`src/rtl/instr_fetch.sv`:
```
// instr_fetch: program counter and single-outstanding instruction read port,
// feeding a small {pc, raw} FIFO toward decode; flush redirects and drops in-flight data.
module instr_fetch #(
  parameter logic [31:0] RESET_VEC = 32'h8000_0000,
  parameter int DEPTH = 2
) (
  input  logic        clk,
  input  logic        rst,
  output logic        fetched_valid,
  input  logic        fetched_ready,
  output logic [63:0] fetched_data,
  output logic        mem_req_valid,
  input  logic        mem_req_ready,
  output logic [31:0] mem_req_addr,
  input  logic        mem_resp_valid,
  input  logic [31:0] mem_resp_data,
  input  logic        flush,
  input  logic [31:0] flush_target
);
  localparam int PW = DEPTH > 1 ? $clog2(DEPTH) : 1;
  localparam int CW = $clog2(DEPTH + 1);
  localparam logic [CW-1:0] FULL = CW'(DEPTH);
  typedef enum logic [1:0] {S_REQ, S_WAIT, S_DROP} state_t;
  state_t state, state_nxt;
  logic [31:0] pc, req_pc;
  logic [63:0] fifo [DEPTH];
  logic [PW-1:0] head, tail;
  logic [CW-1:0] count;
  logic req_fire, push, pop;
  function automatic logic [PW-1:0] nxt(input logic [PW-1:0] p);
    return p == PW'(DEPTH - 1) ? '0 : p + 1'b1;
  endfunction
  // a slot is effectively reserved at issue: count only grows via this one outstanding response
  always_comb begin
    mem_req_valid = state == S_REQ && count != FULL && !flush && rst;
    mem_req_addr = pc;
    req_fire = mem_req_valid && mem_req_ready;
    fetched_valid = count != '0 && rst;
    fetched_data = fifo[head];
    push = state == S_WAIT && mem_resp_valid && !flush;
    pop = fetched_valid && fetched_ready && !flush;
    state_nxt = flush ? ((state == S_REQ || mem_resp_valid) ? S_REQ : S_DROP)
              : state == S_REQ ? (req_fire ? S_WAIT : S_REQ)
              : mem_resp_valid ? S_REQ : state;
  end
  always_ff @(posedge clk) begin
    if (!rst) begin
      state <= S_REQ;
      pc <= RESET_VEC;
      req_pc <= RESET_VEC;
      head <= '0;
      tail <= '0;
      count <= '0;
    end else begin
      state <= state_nxt;
      pc <= flush ? {flush_target[31:2], 2'b00} : req_fire ? pc + 32'd4 : pc;
      if (req_fire) req_pc <= pc;
      if (flush) begin
        head <= '0;
        tail <= '0;
        count <= '0;
      end else begin
        if (push) tail <= nxt(tail);
        if (pop) head <= nxt(head);
        count <= count + CW'(push) - CW'(pop);
      end
    end
  end
  always_ff @(posedge clk) if (push) fifo[tail] <= {req_pc, mem_resp_data};
  a_no_resp_in_req: assert property (@(posedge clk) disable iff (!rst) !(state == S_REQ && mem_resp_valid));
endmodule
```
`config.mk`:
```
export PLATFORM = sky130hd
export DESIGN_NAME = instr_fetch
export DESIGN_NICKNAME = d
export VERILOG_FILES = /design/src/rtl/instr_fetch.sv
export SDC_FILE = /design/constraint.sdc
export NUM_CORES = 1
export LEC_CHECK = 0
export BUFFER_PORTS_ARGS = -buffer_cell sky130_fd_sc_hd__buf_2
export CORE_UTILIZATION = 30
export CTS_CLUSTER_SIZE = 25
export DETAILED_ROUTE_END_ITERATION = 6
export SETUP_SLACK_MARGIN = 0.4
export SLEW_MARGIN = 10
export SYNTH_ARGS = -nofsm -noshare
export SYNTH_HDL_FRONTEND = slang
export SYNTH_SLANG_ARGS = --single-unit
```
`constraint.sdc`:
```
create_clock -name clk -period 4.32 [get_ports clk]
set_input_delay 0.648 -clock clk [delete_from_list [all_inputs] [get_ports clk]]
set_output_delay 0.648 -clock clk [all_outputs]
set_load 0.005 [all_outputs]
```
==> impl_metrics.prom <==
# TYPE chip_impl_metric gauge
chip_impl_metric{name="r2r_setup_slack",unit="ns"} 2.06
chip_impl_metric{name="drv_slew",unit=""} 0
chip_impl_metric{name="first_pass_iters",unit=""} 5
chip_impl_metric{name="clkLatencyLatePin",unit="ns"} 0.42
chip_impl_metric{name="finalSetupViolations",unit=""} 0
chip_impl_info{name="synth_top_cell_by_area",value="sky130_fd_sc_hd__edfxtp_1"} 1
chip_impl_info{name="final_cell_mix",value="sky130_fd_sc_hd__buf_2 (161), sky130_fd_sc_hd__edfxtp_1 (124), sky130_fd_sc_hd__nand2_1 (82)"} 1
chip_impl_metric{name="synthesis.yosys.warnings",unit=""} 0
chip_impl_metric{name="synth.yosys.seq_area_share",unit="%"} 66.5
chip_impl_metric{name="synth_top_area_share",unit="%"} 48.9
chip_impl_metric{name="final-instance-count-excl-fill",unit=""} 1065
chip_impl_metric{name="power-per-cell-area",unit="nW/um^2"} 400
chip_impl_metric{name="synth.distinct_cells",unit=""} 46
chip_impl_metric{name="viasPerCell",unit=""} 4.64
chip_impl_metric{name="initialDrtViolationCount",unit=""} 328
chip_impl_info{name="busiest_layer",value="met2"} 1
chip_impl_metric{name="post-place-ws",unit="ns"} 1.62
chip_impl_metric{name="max_cap_violations",unit=""} 0
chip_impl_metric{name="finish.net_count",unit=""} 801
chip_impl_metric{name="finalClockSkew",unit="ns"} 0.0116
chip_impl_metric{name="cts.htree.levels",unit=""} 4
chip_impl_metric{name="slew_headroom",unit="%"} 37.3
chip_impl_metric{name="fillerInstances",unit=""} 2429
chip_impl_metric{name="placeableCoreArea",unit="um^2"} 24600
chip_impl_metric{name="tightest_slew",unit="ns"} 0.941
chip_impl_metric{name="via_count",unit=""} 4942
chip_impl_metric{name="maxClockFrequency",unit="GHz"} 0.382
chip_impl_metric{name="drc_errors",unit=""} 0
chip_impl_info{name="mostFrequentLayoutCell",value="sky130_fd_sc_hd__buf_2"} 1
chip_impl_metric{name="share_of_final_layout_standard_cells_stronger_than_drive_strength_1",unit="%"} 36.2
chip_impl_metric{name="crit_share_post_route",unit="%"} 60.7
chip_impl_metric{name="ios",unit=""} 168
chip_impl_metric{name="fin_crit",unit="ns"} 2.62
chip_impl_metric{name="fin_setup_tns",unit="ns"} 0
chip_impl_metric{name="placedCellCount",unit=""} 1033
chip_impl_metric{name="place.detailed.hpwl",unit="um"} 11900
chip_impl_metric{name="synth_seq_cells",unit=""} 191
chip_impl_metric{name="grt_overflow_total",unit=""} 0
chip_impl_metric{name="die_area",unit="um^2"} 26000
chip_impl_metric{name="critPathMaxFanout",unit=""} 62
chip_impl_metric{name="final_critical_path_setup_slack",unit="ns"} 1.70
chip_impl_metric{name="async_reset_ff_share",unit="%"} 0
chip_impl_metric{name="timing.final.hold_violations",unit=""} 0
chip_impl_metric{name="placementRows",unit=""} 57
chip_impl_metric{name="post_cts_resize_count",unit=""} 0
chip_impl_info{name="element_type_at_the_critical_path_start",value="register"} 1
chip_impl_metric{name="antenna_violating_nets_post_route",unit=""} 0
chip_impl_metric{name="finalWirelength",unit="um"} 18000
chip_impl_metric{name="synth_enable_flop_cells",unit=""} 124
chip_impl_metric{name="post-cts-setup-buffers",unit=""} 0
chip_impl_metric{name="synth_area",unit="um^2"} 7620
chip_impl_metric{name="cts_inserted_buffers",unit=""} 17
chip_impl_metric{name="antenna_violations_before_repair",unit=""} 0
chip_impl_metric{name="initial_utilization",unit="%"} 31.0
chip_impl_metric{name="antenna_cells_inserted",unit=""} 0
chip_impl_metric{name="met1_usage",unit="%"} 18.5
chip_impl_metric{name="cts_hold_buffers",unit=""} 0
chip_impl_info{name="outcome",value="finished clean"} 1
chip_impl_metric{name="worst_ep_required_time",unit="ns"} 3.67
chip_impl_info{name="rsz0062_at_grt",value="false"} 1
chip_impl_metric{name="gp_congestion",unit=""} 0.814
chip_impl_metric{name="sequential_cell_area",unit="um^2"} 5070
chip_impl_metric{name="syn_area_per_cell",unit="um^2"} 13.2
chip_impl_metric{name="number_of_buffers_on_the_longest_clock_path",unit=""} 2
chip_impl_metric{name="grt_usage",unit="%"} 13.9
chip_impl_metric{name="die_x",unit="um"} 161
chip_impl_info{name="criticalPathCategory",value="register to output port"} 1
chip_impl_metric{name="multi_input_combinational_cell_area",unit="um^2"} 2370
chip_impl_metric{name="io_buffer_count",unit=""} 161
chip_impl_info{name="cts_tree",value="done"} 1
chip_impl_metric{name="clock-sinks",unit=""} 191
chip_impl_metric{name="fp.dieH",unit="um"} 161
chip_impl_metric{name="syn_to_final_growth",unit="%"} 21.9
chip_impl_metric{name="fraction_of_met2_tracks_used_by_global_routing",unit="%"} 22.0
chip_impl_metric{name="worst-endpoint-arrival",unit="ns"} 1.97
chip_impl_info{name="worst_min_path_class",value="input pin to register"} 1
chip_impl_info{name="setup.worst_path.end_class",value="output port"} 1
chip_impl_metric{name="wire_length_of_the_first_global_routing_pass",unit="um"} 27300
chip_impl_metric{name="post_drt_wl_per_cell",unit="um"} 16.9
chip_impl_info{name="cell_types_occupying_the_most_area_after_synthesis",value="sky130_fd_sc_hd__edfxtp_1 (49%), sky130_fd_sc_hd__dfxtp_1 (18%), sky130_fd_sc_hd__mux2_2 (9.2%)"} 1
chip_impl_info{name="root_buffer",value="sky130_fd_sc_hd__clkbuf_16"} 1
chip_impl_metric{name="worst_setup_hold_path_clk_slew",unit="ns"} 0.07
chip_impl_metric{name="grt_pass1_vias",unit=""} 4676
chip_impl_metric{name="leakagePower",unit="uW"} 0.00350
chip_impl_info{name="ys_dominant_reg_cell",value="sky130_fd_sc_hd__edfxtp_1"} 1
chip_impl_metric{name="synth_cells",unit=""} 578
chip_impl_metric{name="max-vdd-ir-drop",unit="V"} 0.000215
chip_impl_metric{name="grt_start_max_net_pins",unit=""} 63
chip_impl_metric{name="use_met3",unit="%"} 3.70
==> power breakdown <==
group | leakage (uW) | internal [uW] | switching [uW]
Combinational | 0.00144 | 75.3 | 88.2
Sequential | 0.00178 | 1960 | 41.5
Clock | 0.000273 | 858 | 688
Total | 0.00350 | 2900 | 817
==> stage by stage <==
stage	utilization (%)	area, um^2	total power, uW	hold slack (ns)
3_3_place_gp	35.4	8720	2210	0.430
5_1_grt	37.8	9290	3860	0.378
2_1_floorplan	-	7630	2120	0.425
4_1_cts	37.8	9290	3760	0.381
3_5_place_dp	35.4	8720	2210	0.440
6_report	37.8	9290	3720	0.406
==> layout make-up <==
cell class | count | area share [%]
repair buffers | 166 | 9.21
inverters | 5 | 0.202
well taps | 324 | 4.36
clock buffers | 20 | 4.70
clock inverters | 12 | 1.43
multi-input cells | 347 | 25.5
flip-flops and latches | 191 | 54.6
==> layer usage <==
layer / up-vias / wire length (um)
met1: 2355 / 8280
li1: 2394 / -
met5: - / 0
met2: 180 / 8370
met3: 13 / 1190
met4: 0 / 167
==> final timing paths <==
| path | from | end | cells after the start |
|---|---|---|---|
| hold / removal | mem_resp_valid | state[1]$_SDFFE_PN0P_ | 2 |
| setup / recovery | register | fetched_data[63] | 2 |
| hold reg to reg | req_pc[7]$_SDFFE_PN0P_ | fifo[1][39]$_DFFE_PP_ | 0 |
| setup reg to reg | mem_req_addr[10]$_SDFFE_PN0P_ | mem_req_addr[30]$_SDFFE_PN0P_ | 5 |
==> state kept, by name, indices dropped and copies added (netlist names), named ones only <==
register	flops
state	2
mem_req_addr	30
req_pc	30
count	2
head	1
tail	1
fifo	124
==> cells by family after synthesis <==
kind of cell | synth area share [%]
fa+ha+maj | 0.493
flops | 66.5
buf+inv | 2.71
compound gates | 7.13
mux | 9.16
simple gates | 10.4
xor+xnor | 3.56
other cells | 0.0492
==> critical path, stage by stage (launching register included) <==
cell and delay [ns]:
sky130_fd_sc_hd__dfxtp_4 0.96, sky130_fd_sc_hd__mux2_2 0.41, sky130_fd_sc_hd__buf_2 0.15
==> cells in the mapped netlist, types with 2 or more instances <==
master	number
sky130_fd_sc_hd__xnor2_1	25
sky130_fd_sc_hd__nand2b_1	4
sky130_fd_sc_hd__nand2_1	82
sky130_fd_sc_hd__nor3_1	3
sky130_fd_sc_hd__clkbuf_8	2
sky130_fd_sc_hd__a21boi_0	30
sky130_fd_sc_hd__and4_1	3
sky130_fd_sc_hd__edfxtp_1	124
sky130_fd_sc_hd__nor2_1	9
sky130_fd_sc_hd__nor4_1	13
sky130_fd_sc_hd__a21oi_1	23
sky130_fd_sc_hd__nand4_1	8
sky130_fd_sc_hd__clkbuf_1	29
sky130_fd_sc_hd__and3_1	5
sky130_fd_sc_hd__buf_4	4
sky130_fd_sc_hd__mux2_2	62
sky130_fd_sc_hd__dfxtp_1	67
sky130_fd_sc_hd__and3_2	3
sky130_fd_sc_hd__inv_1	5
sky130_fd_sc_hd__and2_1	2
sky130_fd_sc_hd__o211a_1	3
sky130_fd_sc_hd__ha_1	3
sky130_fd_sc_hd__o21ai_0	25
sky130_fd_sc_hd__xor2_1	6
sky130_fd_sc_hd__nand3_1	15
sky130_fd_sc_hd__o21a_1	2
sky130_fd_sc_hd__nor3b_1	2
Power figures use the tool's default switching activity.
